## src/rtl/gray_conv_arbiter.sv

```systemverilog
// Round-robin arbiter sharing one registered binary-to-Gray stage between
// N_REQ valid/ready requesters; each result carries the winning requester index.
module gray_conv_arbiter #(
    parameter int unsigned N_REQ = 4,
    parameter int unsigned WIDTH = 4,
    parameter int unsigned IDW   = $clog2(N_REQ)
) (
    input  logic                   clk,
    input  logic                   rst,
    input  logic [N_REQ-1:0]       req_valid,
    input  logic [N_REQ*WIDTH-1:0] req_bin,
    output logic [N_REQ-1:0]       req_ready,
    output logic                   out_valid,
    input  logic                   out_ready,
    output logic [WIDTH-1:0]       out_gray,
    output logic [WIDTH-1:0]       out_bin,
    output logic [IDW-1:0]         out_id
);

    typedef enum logic {
        EMPTY = 1'b0,
        FULL  = 1'b1
    } state_t;

    state_t           state;
    state_t           state_nxt;
    logic             acc;
    logic             take;
    logic             grant_hit;
    logic [IDW-1:0]   grant_id;
    logic [IDW-1:0]   ptr;
    logic [IDW-1:0]   ptr_nxt;
    logic [WIDTH-1:0] sel_word;
    logic [WIDTH-1:0] words [N_REQ];

    for (genvar g = 0; g < N_REQ; g++) begin : g_unpack
        assign words[g] = req_bin[g*WIDTH +: WIDTH];
    end

    // Search from ptr upward with an explicit wrap so non-power-of-two N_REQ works.
    always_comb begin
        int unsigned idx;
        idx       = 0;
        grant_hit = 1'b0;
        grant_id  = '0;
        for (int unsigned k = 0; k < N_REQ; k++) begin
            idx = 32'(ptr) + k;
            if (idx >= N_REQ) begin
                idx = idx - N_REQ;
            end
            if (!grant_hit && req_valid[idx[IDW-1:0]]) begin
                grant_hit = 1'b1;
                grant_id  = idx[IDW-1:0];
            end
        end
    end

    assign acc      = ~out_valid | out_ready;
    assign take     = acc & grant_hit & ~rst;
    assign sel_word = words[grant_id];
    assign ptr_nxt  = (grant_id == IDW'(N_REQ - 1)) ? '0 : grant_id + 1'b1;

    always_ff @(posedge clk or posedge rst) begin
        if (rst) begin
            state <= EMPTY;
        end else begin
            state <= state_nxt;
        end
    end

    always_comb begin
        state_nxt = state;
        unique case (state)
            EMPTY: begin
                if (take) begin
                    state_nxt = FULL;
                end
            end
            FULL: begin
                if (!take && out_ready) begin
                    state_nxt = EMPTY;
                end
            end
            default: state_nxt = EMPTY;
        endcase
    end

    always_comb begin
        out_valid = (state == FULL);
        req_ready = '0;
        if (take) begin
            req_ready[grant_id] = 1'b1;
        end
    end

    always_ff @(posedge clk or posedge rst) begin
        if (rst) begin
            out_gray <= '0;
            out_bin  <= '0;
            out_id   <= '0;
            ptr      <= '0;
        end else if (take) begin
            out_gray <= sel_word ^ (sel_word >> 1);
            out_bin  <= sel_word;
            out_id   <= grant_id;
            ptr      <= ptr_nxt;
        end
    end

endmodule

```

## config.mk

```make
export PLATFORM = sky130hd
export DESIGN_NAME = gray_conv_arbiter
export DESIGN_NICKNAME = d
export VERILOG_FILES = /design/src/rtl/gray_conv_arbiter.sv
export SDC_FILE = /design/constraint.sdc
export NUM_CORES = 1
export LEC_CHECK = 0
export ABC_AREA = 1
export ABC_CLOCK_PERIOD_IN_PS = 2900
export CAP_MARGIN = 20
export CORE_ASPECT_RATIO = 0.8
export CORE_MARGIN = 1
export CORE_UTILIZATION = 47
export DETAILED_ROUTE_END_ITERATION = 6
export GPL_ROUTABILITY_DRIVEN = 0
export PLACE_DENSITY = 0.8
export SKIP_CTS_REPAIR_TIMING = 1
export SYNTH_ARGS = -nofsm -noshare
export SYNTH_HDL_FRONTEND = slang
export SYNTH_SLANG_ARGS = --single-unit
export TNS_END_PERCENT = 20
```

## constraint.sdc

```tcl
create_clock -name clk -period 2.9 [get_ports clk]
set_input_delay 0.725 -clock clk [delete_from_list [all_inputs] [get_ports clk]]
set_output_delay 0.725 -clock clk [all_outputs]
set_load 0.05 [all_outputs]
```

* After elaboration in Yosys (flattened, before gate mapping)
Cells that the tools add are included.
Operators by class: add/subtract/negate cells 8, $mul 0, divide/modulo/power cells 0, $lt $le $gt $ge 11, equality and inequality tests 1, shifts and indexed selects 0, muxes and demuxes 30, bitwise logic cells 7, reduce and logical (&&, ||, !) cells 9
Operators with widths (number):
- 2-to-1 mux 2 bit | 9
- < comparator 2 x 3 -> 1 bit (second input constant) | 5
- greater-or-equal comparator 3 bit (second input constant) | 4
- 2-to-1 mux 4 bit | 3
- 2-to-1 mux 1 bit | 11
- binary-select mux 1 bit (select 2 bit) | 4
- binary-select mux 4 bit (select 2 bit) | 1
- subtractor 2 x 1 -> 2 bit (second input constant) | 4
- adder 2 x 2 -> 3 bit (second input constant) | 2
- logical AND 1 bit | 5
- logical NOT 1 bit | 4
- bitwise XOR 4 x 3 -> 4 bit | 1
- adder 2 x 1 -> 3 bit (second input constant) | 1
- greater-or-equal comparator 2 x 3 -> 1 bit (second input constant) | 1
- inverter 2 -> 3 bit | 1
- adder 2 x 1 -> 2 bit (second input constant) | 1
- AND 1 bit | 2
- demux 1 bit (select 2 bit) | 1
- == test 2 bit (second input constant) | 1
- greater-or-equal comparator 2 x 1 -> 1 bit (second input constant) | 1
- inverter 1 bit | 2
- one-hot mux 1 bit (2 select lines) | 1
- OR 1 bit | 1
Storage, ports and cells: bits in registers 13, latch bits 0, memory bits (writable) 0, bits in read-only memories 0, input bits 23, output and inout bits 15, word-level logic and storage cells 71, memories kept 0

* Logic depth before layout (Yosys ltp)
word-level depth 20, depth in mapped cells 16, mapped depth without buffers 16

* Worst setup path before layout
Ideal clock, no wire load.
path type input to output, start input port req_valid[3], end output port req_ready[1], arrival 2.402 ns, data required time 2.175 ns, slack -0.227 ns, stages on the path 13, buffers on the path 1, path through inv_1 > nand2_2 > nand3_1 > nand2_1 > nand2_2 > nand2_1 > nand2_4 > nand3_4 > buf_8 > inv_1 > ha_1 > inv_1 > nor2_1
On the way: longest elaborated chain between the ends 17, elaborated cells between the ends (all ways) 30, those cells by class order compare: 2; mux: 19; bitwise: 2; reduce/logical: 7
RTL lines:
- start: declaration | line 10 | input logic [N_REQ-1:0] req_valid,
- binary-select mux 1 bit (select 2 bit) | line 51 | if (!grant_hit && req_valid[idx[IDW-1:0]]) begin
- 2-to-1 mux 1 bit (implied by the code) | line 51
- 2-to-1 mux 1 bit | line 51
- logical NOT 1 bit | line 51
- logical AND 1 bit | line 51
- 2-to-1 mux 1 bit | line 51
- logical NOT 1 bit | line 51
- logical AND 1 bit | line 51
- (+2 left out)
- logical AND 1 bit | line 51
- 2-to-1 mux 2 bit (*) | line 51
- net grant_id[0] | line 30 | logic [IDW-1:0] grant_id;
- < comparator 2 x 3 -> 1 bit (implied by the code) or greater-or-equal comparator 2 x 1 -> 1 bit (tied branches) | line 92 | req_ready[grant_id] = 1'b1;
- logical AND 1 bit (implied by the code) | line 92
- 2-to-1 mux 1 bit (implied by the code) | line 92
- demux 1 bit (select 2 bit) (*) | line 92
- 2-to-1 mux 4 bit (*) | line 91 | if (take) begin
- end: declaration | line 12 | output logic [N_REQ-1:0] req_ready,
The timed path passes the listed nets; every way through them passes the cells marked *. The select of a mux whose other input is x is not followed.

* Final worst setup path
start register ptr[0], end output port req_ready[2]
On the way: longest elaborated chain between the ends 19, elaborated cells between the ends (all ways) 45, those cells by class add/sub: 7; order compare: 6; mux: 23; bitwise: 2; reduce/logical: 7
RTL lines:
- start: declaration | line 31 | logic [IDW-1:0] ptr;
- start signal: assignment | line 106 | ptr <= ptr_nxt;
- parallel branches: the longest is 13 deep, another holds adder 2 x 1 -> 3 bit
- 2-to-1 mux 2 bit (*) | line 51
- net grant_id[1] | line 30
- < comparator 2 x 3 -> 1 bit (implied by the code) or greater-or-equal comparator 2 x 1 -> 1 bit (tied branches) | line 92
- logical AND 1 bit (implied by the code) | line 92
- 2-to-1 mux 1 bit (implied by the code) | line 92
- demux 1 bit (select 2 bit) (*) | line 92
- 2-to-1 mux 4 bit (*) | line 91
Mark *: on every way through the listed nets, which the timed path passes. The select of a mux whose other input is x is not followed.

==> key figures <==
STA
  – Achievable Freq: 341.0 MHz
  – Max-slew headroom: 0.6562
  – Fin crit share: 1.011
  – Tmin final: 2.933 ns
  – Final number of hold-violating endpoints: 0
  – RSZ-0062 raised after global routing: yes
  – Final hold slack: 0.5066 ns
  – Clock skew: 0.0004907 ns
  – Final Max Tran Viols: 0
  – Setup TNS: -0.08233 ns
  – Least-Margin Pin Slew: 0.5141 ns
  – Final setup vio count: 4
  – Post-route setup slack: -0.03258 ns

Synth
  – Main combinational cell family by area after synthesis: simple AND/OR/NAND/NOR gates
  – Register area share after synthesis: 0.2427
  – Synth cell types: 20
  – Syn Nets: approximately 230
  – Syn Area/Cell: 6.250 µm²
  – Xor and xnor fraction of the mapped netlist area: 0
  – Mapped cell area: 1237 µm²
  – Syn Inst Count: 198
  – Post-synthesis adder-cell area fraction: 0.04044
  – Flops & latches, synth: 12
  – Synth Area in Compound Gates: 0.04651
  – Yosys warns: 0
  – Simple-gate share of the synthesized area: 0.5278
  – Mux share of post-synthesis cell area: 0

Critical path
  – CP Class: reg2out
  – Startpoint types: flip-flop
  – Crit path max fanout: 8
  – Worst EP required: approximately 2.2 ns
  – R2r setup slk: 0.50 ns
  – Worst EP arrival: 2.21 ns
  – CP endpoint kind: output pin

Drt
  – # DRC: 0
  – Via-to-Cell Ratio: 5.325
  – Final antenna-violating net count: 0
  – Drt first-iter violations: roughly 120
  – Wire length per cell: 14.12 µm
  – Total number of vias: 1523
  – DR pass1 iterations: 4
  – Final wirelength: slightly above 4000 µm

GRT
  – First-pass GRT wire length: just under 5000 µm
  – Vias in the first global route: 1150
  – GRT Total Usage: 0.2343
  – Initial antenna violation count: 0
  – Pin count of the biggest net entering global routing: 15
  – Grt total ovfl: 0

Clocking
  – Clock sinks: 12
  – Clk Latency, worst-skew pair: 0.28 ns
  – Root buffer cell: clkbuf_4
  – Clk buf depth: 2
  – TritonCTS clock tree: built
  – CTS clk-pin slew, worst paths: 0.08 ns
  – Cts bufs inserted: 3
  – H-tree depth: 1

Final layout
  – Commonest non-fill, non-tap cell in the layout: nand2_1
  – # nets final: between 200 and 300
  – ANT cells: 0
  – Number of fill cells: 170
  – Area Growth Syn to Fin: 58.95%
  – Most frequent cells in the layout: 59 x nand2_1, 29 x clkdlybuf4s50_1, 21 x nand3_1
  – Share of cells above drive strength 1: 0.3400
  – Final instance area: slightly below 2000 µm²

Placement
  – Port Buffer Count: 37
  – Hpwl dp: between 2000 and 3000 µm
  – Dpl cell area: 1745 µm²
  – Post-Place Setup Slack: -0.4373 ns

Floorplan
  – Height of the die: 47.90 µm
  – Die W: 59.37 µm
  – Row cnt: 16
  – Starting Density: 0.5025
  – Die footprint: 2843 µm²
  – CORE AREA: 2462 µm²
  – Io pins: 38

Run status
  – Outcome: finished with violations
  – Failing checks: negative setup slack

Worst hold path
  – Min-Delay Path Class: reg2reg

Run
  – Max-Cap Viols: 0
-- synth_stat cells --
cell	number	area [µm²]
nand3_4	2	35.03
o21ai_1	5	25.02
nand3_1	24	120.1
ha_1	4	50.05
o211ai_1	1	7.510
inv_2	5	18.77
nand2_1	71	266.5
nand2_4	3	33.78
nand4_1	14	87.58
dfrtp_1	12	300.3
nand3_2	3	30.03
nand2_2	7	43.79
o21ai_0	5	25.02
buf_2	6	30.03
nor2_1	5	18.77
inv_1	26	97.59
nor2_2	1	6.260
nor2_4	1	11.26
buf_8	1	15.01
buf_4	2	15.01
-- path summary, 6_finish.rpt --
kind / cells past startpoint / startpoint / end
min in group asynchronous: 3 / rst / out_valid
max reg2reg: 18 / ptr[0] / out_gray[2]
max in group asynchronous: 3 / rst / ptr[0]
max: 14 / ptr[0] / req_ready[2]
min: 2 / out_id[1] / out_id[1]
min reg2reg: 2 / out_id[1] / out_id[1]
-- critical path: stages (launching register included) --
cell and delay (ns):
dfrtp_2 0.45, buf_6 0.16, nand2_1 0.10, nand2_2 0.08, nand2_2 0.06, nand2_2 0.07
nor2_4 0.19, nand3_2 0.10, nand3_2 0.09, nand2_4 0.09, inv_4 0.10, ha_4 0.13
inv_2 0.04, nor2_4 0.11, buf_12 0.15
-- through the flow --
stage | utilization | cells
floorplan | - | 198
global placement | 0.7088 | 276
detailed placement | 0.7088 | 276
CTS | 0.7236 | 280
global route | 0.7988 | 286
finish | 0.7988 | 286
-- cell type report --
type / instances / area, µm² / area share
Tap cell: 36 / 45.04 / 0.02290
Timing Repair Buffer: 57 / 563.0 / 0.2863
Multi-Input combinational cell: 146 / 893.4 / 0.4542
Sequential cell: 12 / 302.8 / 0.1539
Inverter: 31 / 126.4 / 0.06425
Clock buffer: 4 / 36.28 / 0.01845
-- cells by family (layout without fill, tap and decap cells) --
family,Yosys count,after routing
AND/OR/NAND/NOR,131,131
buffers and inverters,40,92
adder cells (fa/ha/maj),4,4
flip-flops,12,12
AO/OA/AOI/OAI,11,11
-- metal layers --
layer | vias to the layer above | GRT usage | wire length (µm)
li1 | 739 | - | -
met1 | 677 | 0.3139 | 1623
met2 | 95 | 0.3978 | 2023
met3 | 12 | 0.03243 | 317
met4 | 0 | 0.07143 | 75
met5 | - | 0 | 0
-- sequential cells by signal, summed over array words and instances (netlist names) --
name	count
out_valid	1
out_gray	4
ptr	2
out_bin	3
out_id	2
Power is not shown: default switching activity piles up to over one toggle a cycle in this logic, so the estimate is an artifact.
